File: config.mk
export PLATFORM = sky130hd
export DESIGN_NAME = code_4a
export DESIGN_NICKNAME = d
export VERILOG_FILES = /design/src/rtl/code_4a_pkg.sv /design/src/rtl/code_4a_dec.sv /design/src/rtl/code_4a.sv
export SDC_FILE = /design/constraint.sdc
export NUM_CORES = 1
export LEC_CHECK = 0
export CORE_AREA = 3 3 40 42
export CTS_CLUSTER_DIAMETER = 60
export DETAILED_ROUTE_END_ITERATION = 8
export DIE_AREA = 0 0 43 45
export PLACE_DENSITY = 0.46
export RECOVER_POWER = 100
export SLEW_MARGIN = 25
export SYNTH_ARGS = -nofsm -noshare
export SYNTH_HDL_FRONTEND = slang
export SYNTH_SLANG_ARGS = --single-unit
File: constraint.sdc
create_clock -name clk -period 0.8 [get_ports clk]
set_clock_uncertainty 0.05 [all_clocks]
set_input_delay 0.16 -clock clk [delete_from_list [all_inputs] [get_ports clk]]
set_output_delay 0.16 -clock clk [all_outputs]
set_load 0.05 [all_outputs]
File: src/rtl/code_4a_pkg.sv
// Shared widths and vector types for the code_4a one-hot select decoder.
package code_4a_pkg;

  localparam int SEL_W = 2;
  localparam int OUT_W = 2 ** SEL_W;

  typedef logic [SEL_W-1:0] sel_t;
  typedef logic [OUT_W-1:0] onehot_t;

endpackage

File: src/rtl/code_4a_dec.sv
// Pure combinational 2-to-4 decoder with enable; every (en, a) pair yields a defined value.
module code_4a_dec
  import code_4a_pkg::*;
(
  input  logic    en,
  input  sel_t    a,
  output onehot_t d
);

  // Unknown select values fall into the default arm and decode to all zeros.
  always_comb begin
    d = '0;
    if (en) begin
      case (a)
        2'b00:   d = 4'b0001;
        2'b01:   d = 4'b0010;
        2'b10:   d = 4'b0100;
        2'b11:   d = 4'b1000;
        default: d = '0;
      endcase
    end
  end

endmodule

File: src/rtl/code_4a.sv
// Registered one-hot strobe generator: decodes a 2-bit index into four exclusive enables.
module code_4a
  import code_4a_pkg::*;
(
  input  logic             clk,
  input  logic             rst,
  input  logic             en,
  input  logic [SEL_W-1:0] a,
  output logic [OUT_W-1:0] y,
  output logic             y_valid
);

  onehot_t d;

  code_4a_dec u_dec (
    .en (en),
    .a  (a),
    .d  (d)
  );

  // y_valid is en delayed alongside y, so it can never disagree with the decode.
  always_ff @(posedge clk or posedge rst) begin
    if (rst) begin
      y       <= '0;
      y_valid <= 1'b0;
    end else begin
      y       <= d;
      y_valid <= en;
    end
  end

endmodule

* Word-level counts from Yosys, hierarchy flattened
Cells that the tools add are included.
Cells by class: equality and inequality tests 3, reduce and logical (&&, ||, !) cells 1, multiplexer cells 2
Operator list (count):
- $pmux 4 s4 | 1
- $eq 2x2->1 const B | 2
- $mux 4 | 1
- $eq 2x1->1 const B | 1
- $logic_not 2->1 | 1
Storage, ports and cells: output and inout bits 5, word-level logic and storage cells 8, register bits 5, bits of input ports 5

* Logic depth before layout (Yosys ltp)
Gate-level depths: netlist (run 1).
depth after elaboration 3, depth in mapped cells 1, mapped depth without buffers 1

* Modules after synthesis
Synthesis (run 1) repeated with hierarchy kept, for this count alone.
Unflattened totals: cells, all modules 10, area total of the unflattened synthesis 166.4 µm²
Modules (own cells, without submodules):
- code_4a | area each 128.9 µm², instances 1, cells an instance 6, sequential area each 125.1 µm²
- code_4a_dec | area each 37.5 µm², instances 1, cells an instance 4, sequential area each 0.0 µm²

* Worst setup path before layout (run 1)
OpenSTA, ideal clock, no wires.
kind reg-to-output, from reg y[0], to out y[0], arrival 0.586 ns, path buffers 0, slack 0.004 ns, cell stages (with the launch flop) 1, required time 0.590 ns, cells stage by stage dfrtp_1
RTL lines:
- start: declaration | RTL line code_4a.sv:9 | output logic [OUT_W-1:0] y,
- start signal: assignment | RTL line code_4a.sv:24 | y <= '0;
- start signal: assignment | RTL line code_4a.sv:27 | y <= d;
No word-level cell between the ends.

* Worst setup path after layout (run 1)
from reg y_valid, to out y_valid
RTL lines:
- start: declaration | RTL line code_4a.sv:10 | output logic y_valid
- start signal: assignment | RTL line code_4a.sv:28 | y_valid <= en;
No word-level cell between the ends.

==> results.toml, run 1 <==
[outcome]
status = "finished, violations left"
violations = "setup timing"

[floorplan]
io_pins = 10
num_rows = 13
dieHeight_um = 45
fp.dieW_um = 43
initial_core_util_pct = 13.0
coreArea_um2 = 1280
die-area_um2 = 1940

[logic_synthesis]
ys_warn_count = 0
ys_ff_latch = 5
synth_area_um2 = 166
netlist_instances = 10
yosysTopAreaCell = "dfrtp_1"
ys_top_cells_by_area = "dfrtp_1, and3b_1, nor3b_2"
synth_area_per_cell_um2 = 16.6
ys_seq_area_share_pct = 75.2
synth_cell_types = 5
synth_top_area_share_pct = 75.2
synth_nets = 15

[global_route]
grt_use_met3_pct = 2.79
grt_pass1_wl_um = 469
first_global_vias = 128
grtUsageTotal_pct = 4.11
grt-ovfl-total = 0
grt_busiest_layer = "met4"
met1_usage_pct = 2.96
use_met2_pct = 4.49
antenna_found_initial = 0
grt_start_max_net_pins = 6

[pwr]
power_density_nw_per_um2 = 1880
peakVddDrop_uv = 394
p_clk_share_pct = 42.3
swShare_pct = 23.7
p_leak_nw = 0.186
p_seq_share_pct = 40.6
switching_power_uw = 159
power_frac_comb_pct = 17.1
p_int_uw = 512

[sta]
fin_crit_ps = 994
hold_viol_final = 0
clock.fmax_mhz = 1010
drv_slew = 0
max_slew_margin_pct = 88.1
worst_slack_ps = -194
finalCritPeriodShare_pct = 124
fin_tns_setup_ps = -1200
rsz0062_at_grt = "true"
tightest_slew_ps = 178
setup-violations-final = 9

[worst_hold_path]
hold_path_end = "y[0]$_DFF_PP0_"
hold_path.class = "input pin to flip-flop"
min_from = "a[1]"
whs_path_depth = 2

[critical_path]
crit_path_max_fanout = 1
cp.required_ps = 590
endpoint_kind = "output pin"
worstPathArrival_ps = 780
cpPeakStageDelay_ps = 390
path_buf_inv = 1
crit_path_top_delay_cell = "dfrtp_1"
critPathTopFamily = "flip-flops"
startpoint_type = "flip-flop"
path_cells = "buf_12"
crit_cells = 1
crit_path_start = "y_valid$_DFF_PP0_"
crit_type = "flip-flop to output pin"

[cts]
clkTransAtPathRegs_ps = 40
cts_tree = "yes"
root_buffer = "clkbuf_4"
htreeDepth = 1
post_cts_buffers = 0
ctsLongestPathBuffers = 2
cts_made_buffers = 3
cts.sinks = 5

[detailed_routing]
wl_per_cell_um = 7.89
drt-initial-drc-count = 1
vias_per_cell = 3.03
vias = 115
ant_nets = 0
drc_errors = 0
dr.pass1.iters = 2
wl_um = 300

[final_layout]
fillCellCount = 133
layout-drive-gt1-share_pct = 43.5
diodes = 0
fin_cells = 38
seq_area_um2 = 125
multi_input_area_um2 = 37.5
nNetsFinal = 29
syn_to_final_growth_pct = 114

[placement]
dp.cells = 34
gp_congestion = 0.609
port_buffers = 9

[run]
cap_violations = 0
==> how the worst max path moves through the flow <==
stage	endpoint	slack, ps
2_1_floorplan	y[0]	4
3_3_place_gp	y[2]$_DFF_PP0_	-230
3_5_place_dp	y[2]$_DFF_PP0_	-240
4_1_cts	y[2]	-200
5_1_grt	y[0]	-210
6_report	y_valid	-190
==> layer usage <==
metal | part of all wire (%) | wire length, µm
met1 | 43 | 129
met2 | 39 | 118
met3 | 17 | 52
met4 | 0 | 0
met5 | 0 | 0
==> power groups by stage <==
stage	Clock (mW)	Sequential, mW	Combinational, mW
2_1_floorplan	0	0.308	0.0119
3_3_place_gp	0	0.277	0.118
3_5_place_dp	0	0.277	0.119
4_1_cts	0.301	0.273	0.119
5_1_grt	0.301	0.274	0.121
6_report	0.284	0.273	0.115
==> cells in the final DEF, fill, tap and decap left out, drive strengths merged <==
cell type / instances
clkbuf: 4
buf: 5
and3: 1
dlygate4sd3: 2
nor3b: 1
inv: 1
and3b: 2
dfrtp: 5
dlymetal6s2s: 2
==> cell usage after synthesis <==
cell type and count:
and3_2 1, nor3b_2 1, dfrtp_1 5, and3b_1 2, inv_1 1
==> through the flow <==
stage / area, µm² / utilization [%] / worst slack [ps] / hold slack [ps] / power [mW]
after global placement: 325 / 25.3 / -226 / 320 / 0.395
after CTS: 352 / 27.4 / -205 / 65.6 / 0.693
after detailed placement: 325 / 25.3 / -239 / 317 / 0.396
final: 357 / 27.8 / -194 / 114 / 0.671
after global routing: 357 / 27.8 / -215 / 134 / 0.695
after floorplan: 166 / - / 4.05 / -111 / 0.320
==> logic make-up after synthesis <==
| kind of cell | share of synthesized area, % |
|---|---|
| flip-flops | 75.2 |
| AND/OR/NAND/NOR | 22.6 |
| buffers and inverters | 2.25 |
==> final cells by class <==
cell class / count / area share, %
multi-input cells: 4 / 10.5
well taps: 15 / 5.26
flip-flops and latches: 5 / 35.1
clock buffers: 4 / 7.37
inverters: 1 / 1.05
repair buffers: 9 / 40.7
==> registers in the layout, indices dropped and copies added (netlist names) <==
| signal | count |
|---|---|
| y | 4 |
| y_valid | 1 |
==> repair_timing <==
| item | 4_1_cts | 5_1_grt |
|---|---|---|
| endpoints found under the setup margin | 5 | 7 |
| gates resized for setup | 0 | 2 |
| hold buffers | 0 | 0 |
Power figures use the tool's default switching activity.
==> run 2, diff against run 1 <==
--- a/config.mk
+++ b/config.mk
@@ -9,7 +9,7 @@
 export CTS_CLUSTER_DIAMETER = 60
 export DETAILED_ROUTE_END_ITERATION = 8
 export DIE_AREA = 0 0 43 45
-export PLACE_DENSITY = 0.46
+export PLACE_DENSITY = 0.36
 export RECOVER_POWER = 100
 export SLEW_MARGIN = 25
 export SYNTH_ARGS = -nofsm -noshare
==> run 2 against run 1 <==
The flow still finishes with violations (setup timing). Sequential share of layout area up 0.50 points. Worst setup slack worse by 2.4 ps. First-iteration DRC count fell by 100%. Count of clock-buffer cells in the layout is the same. Via count increased by 4.3%. Non-clock buffer count unchanged. Critical path type unchanged. Critical endpoint is now y[0]. Largest power group unchanged.
==> results.toml, run 2 (same netlist as run 1, synthesis figures left out) <==
[global_route]
antenna_found_initial = 0
use_met2_pct = 5.39
grt_busiest_layer = "met3"
first_global_vias = 124
grt_pass1_wl_um = 503
grt-ovfl-total = 0
grtUsageTotal_pct = 4.44
met1_usage_pct = 2.70
grt_use_met3_pct = 5.98
grt_start_max_net_pins = 6

[cts]
cts_tree = "yes"
root_buffer = "clkbuf_4"
cts.sinks = 5
cts.repair.resized = 0
cts_made_buffers = 3
htreeDepth = 1
ctsLongestPathBuffers = 2
clkTransAtPathRegs_ps = 40

[floorplan]
dieHeight_um = 45
io_pins = 10
fp.dieW_um = 43
num_rows = 13
initial_core_util_pct = 13.0
die-area_um2 = 1940
coreArea_um2 = 1280

[final_layout]
fillCellCount = 138
diodes = 0
top_regs = "y x4, y_valid x1"
mostFrequentLayoutCells = "buf_12, dfrtp_1, clkbuf_4"
regMostFlops = "y"
fin_util_pct = 27.4
largest_reg_flops = 4
nNetsFinal = 29
syn_to_final_growth_pct = 111
layout-drive-gt1-share_pct = 43.5

[critical_path]
crit_path_top_delay_cell = "dfrtp_1"
cpPeakStageDelay_ps = 390
crit_path_max_fanout = 1
path_cells = "buf_12"
startpoint_type = "flip-flop"
endpoint_kind = "output pin"
path_buf_inv = 1
worstPathArrival_ps = 790
critPathTopFamily = "flip-flops"
cp.required_ps = 590
crit_type = "flip-flop to output pin"

[placement]
port_buffers = 9
post-place-ws_ps = -239
dp_hpwl_um = 255
gp_congestion = 0.576

[detailed_routing]
dr.pass1.iters = 1
vias_per_cell = 3.16
drt-initial-drc-count = 0
vias = 120
ant_nets = 0
wl_per_cell_um = 8.50
wl_um = 323
drc_errors = 0

[worst_hold_path]
hold_path.class = "input pin to async pin"

[sta]
hold_viol_final = 0
worst_slack_ps = -196
finalCritPeriodShare_pct = 125
rsz0062_at_grt = "true"
tightest_slew_ps = 189
fin_crit_ps = 996
setup-violations-final = 9
drv_slew = 0
clock.fmax_mhz = 1000
max_slew_margin_pct = 87.4

[pwr]
peakVddDrop_uv = 533
power_density_nw_per_um2 = 1930
p_leak_nw = 0.168

[outcome]
status = "finished, violations left"
violations = "setup timing"

[run]
cap_violations = 0
==> run 2: changes by cell type in the layout (fill, tap and decap cells not counted), sizes merged <==
cell,before,now
clkdlybuf4s50,0,2
dlymetal6s2s,2,0
==> run 2: worst max path at each step <==
stage	start	endpoint	slack, ps	depth (start not counted)
global placement	a[1]	y[1]$_DFF_PP0_	-220	2
detailed placement	a[0]	y[2]$_DFF_PP0_	-240	2
global route	y[0]$_DFF_PP0_	y[0]	-240	1
floorplan	y[0]$_DFF_PP0_	y[0]	4	0
finish	y[0]$_DFF_PP0_	y[0]	-200	1
CTS	y[0]$_DFF_PP0_	y[0]	-210	1
==> run 2: per-stage QoR <==
| step | hold slack [ps] | TNS (ps) | instances | power [mW] | area, µm² |
|---|---|---|---|---|---|
| 2_1_floorplan | -111 | 0 | 10 | 0.320 | 166 |
| 3_3_place_gp | 328 | -863 | 34 | 0.396 | 325 |
| 3_5_place_dp | 338 | -928 | 34 | 0.397 | 325 |
| 4_1_cts | 73.5 | -1010 | 38 | 0.700 | 352 |
| 5_1_grt | 225 | -1370 | 38 | 0.732 | 352 |
| 6_report | 208 | -1220 | 38 | 0.679 | 352 |
==> run 2: area by class of cell <==
class | count | area (µm²) | share of cell area, %
Clock buffer | 4 | 26.3 | 7.47
Inverter | 1 | 3.75 | 1.07
Multi-Input combinational cell | 4 | 37.5 | 10.7
Sequential cell | 5 | 125 | 35.6
Tap cell | 15 | 18.8 | 5.34
Timing Repair Buffer | 9 | 140 | 39.9
==> run 2: power by group <==
part / switching, mW / total [mW] / internal [mW]
clock network: 0.101 / 0.290 / 0.188
registers: 0.00818 / 0.272 / 0.264
logic: 0.0558 / 0.117 / 0.0611
total: 0.165 / 0.679 / 0.514
==> run 2: metal layers <==
| layer | vias to the layer above | wire length (µm) |
|---|---|---|
| li1 | 60 | - |
| met2 | 8 | 140 |
| met4 | 0 | 0 |
| met3 | 0 | 57 |
| met1 | 52 | 124 |
| met5 | - | 0 |
==> run 2: repair_timing <==
item / 4_1_cts / 5_1_grt
buffers inserted: 0 / 0
endpoints found under the setup margin: 5 / 5
hold buffers: 0 / 0
==> run 3, diff against run 2 <==
--- a/config.mk
+++ b/config.mk
@@ -9,9 +9,8 @@
 export CTS_CLUSTER_DIAMETER = 60
 export DETAILED_ROUTE_END_ITERATION = 8
 export DIE_AREA = 0 0 43 45
-export PLACE_DENSITY = 0.36
+export PLACE_DENSITY = 0.45
 export RECOVER_POWER = 100
-export SLEW_MARGIN = 25
 export SYNTH_ARGS = -nofsm -noshare
 export SYNTH_HDL_FRONTEND = slang
 export SYNTH_SLANG_ARGS = --single-unit
==> run 3 against run 2 <==
The run still ends with setup timing left. Worst setup slack better by 3.7 ps. Routed wire length is 6.5% lower. Global-route usage is 0.34 points lower. Clock power is 2% lower. Critical path type unchanged. Largest power group unchanged. Sequential share of layout area is 0.50 points lower. Utilization is 0.39 points higher. Die area stayed put. Highest routed layer unchanged. Fmax is 0.37% higher.
==> results.toml, run 3 (same netlist as run 1, synthesis figures left out) <==
[pwr]
power_uw = 671
p_leak_nw = 0.186
p_clk_share_pct = 42.3
switching_power_uw = 159
swShare_pct = 23.7
p_int_uw = 512
power_density_nw_per_um2 = 1880
p_seq_share_pct = 40.6
power_frac_comb_pct = 17.0
peakVddDrop_uv = 382

[final_layout]
seq_area_um2 = 125
fillCellCount = 140
mostFrequentLayoutCells = "buf_12, dfrtp_1, clkbuf_4"
largest_reg_flops = 4
multi_input_area_um2 = 37.5
syn_to_final_growth_pct = 114
nNetsFinal = 29
top_regs = "y x4, y_valid x1"
regMostFlops = "y"
diodes = 0
layout-drive-gt1-share_pct = 43.5

[outcome]
status = "finished, violations left"
violations = "setup timing"

[floorplan]
initial_core_util_pct = 13.0
fp.dieW_um = 43
dieHeight_um = 45
num_rows = 13
coreArea_um2 = 1280
io_pins = 10
die-area_um2 = 1940

[detailed_routing]
wl_um = 302
ant_nets = 0
wl_per_cell_um = 7.95
drc_errors = 0
dr.pass1.iters = 2
drt-initial-drc-count = 1
vias_per_cell = 3.03
vias = 115

[placement]
gp_congestion = 0.596
port_buffers = 9

[critical_path]
crit_path_max_fanout = 1
critPathTopFamily = "flip-flops"
endpoint_kind = "output pin"
worstPathArrival_ps = 780
path_buf_inv = 1
path_cells = "buf_12"
crit_type = "flip-flop to output pin"
crit_path_top_delay_cell = "dfrtp_1"
cp.required_ps = 590
startpoint_type = "flip-flop"
cpPeakStageDelay_ps = 390

[global_route]
grtUsageTotal_pct = 4.11
grt-ovfl-total = 0
grt_start_max_net_pins = 6
antenna_found_initial = 0
grt_pass1_wl_um = 503
first_global_vias = 128

[sta]
finalCritPeriodShare_pct = 124
max_slew_margin_pct = 88.6
tightest_slew_ps = 171
clock.fmax_mhz = 1010
setup-violations-final = 9
drv_slew = 0
fin_crit_ps = 993
worst_slack_ps = -193
hold_viol_final = 0
rsz0062_at_grt = "true"
fin_tns_setup_ps = -1180

[worst_hold_path]
hold_path.class = "input pin to flip-flop"

[cts]
cts.sinks = 5
clkTransAtPathRegs_ps = 40
cts_made_buffers = 3
ctsLongestPathBuffers = 2
cts_tree = "yes"
root_buffer = "clkbuf_4"
htreeDepth = 1

[run]
cap_violations = 0
## run 3: changes by cell type in the layout (fill, tap and decap cells not counted), sizes merged
| cell | delta |
|---|---|
| clkdlybuf4s50 | -2 |
| dlymetal6s2s | +2 |
## run 3: power groups by stage
stage | clock, mW | combinational (mW) | sequential (mW)
2_1_floorplan | 0 | 0.0119 | 0.308
3_3_place_gp | 0 | 0.118 | 0.277
3_5_place_dp | 0 | 0.119 | 0.277
4_1_cts | 0.299 | 0.119 | 0.273
5_1_grt | 0.312 | 0.121 | 0.274
6_report | 0.284 | 0.114 | 0.273
## run 3: timing repair
action                                 CTS  global route
buffers inserted                         0             0
pin swaps                                0             0
hold buffers                             0             0
endpoints found under the hold margin    0             0
setup endpoints to repair                5             7
resized for setup                        0             2
## run 3: final cells by class
type	count	share of cell area, %
repair buffers	9	40.7
multi-input cells	4	10.5
flip-flops and latches	5	35.1
clock buffers	4	7.37
inverters	1	1.05
well taps	15	5.26
## run 3: per-layer routing
layer / up-vias / global-route usage [%] / part of all wire (%)
li1: 58 / - / -
met1: 47 / 3.44 / 40
met2: 10 / 4.49 / 40
met3: 0 / 3.19 / 20
met4: 0 / 7.23 / 0
met5: - / 0 / 0
## run 3: through the flow
step	setup slack [ps]	utilization [%]	cell area, µm²	hold slack (ps)	instances
floorplan	4.05	-	166	-111	10
global route	-220	27.8	357	125	38
finish	-193	27.8	357	109	38
CTS	-206	27.4	352	63.3	38
detailed placement	-241	25.3	325	316	34
global placement	-223	25.3	325	320	34
## run 3: worst paths after layout
check,from,end,slack [ps],depth (start not counted)
min in group asynchronous,rst,y[0]$_DFF_PP0_,200,2
max,y[2]$_DFF_PP0_,y[2],-190,1
min,a[0],y[0]$_DFF_PP0_,110,2
max in group asynchronous,rst,y[3]$_DFF_PP0_,330,2
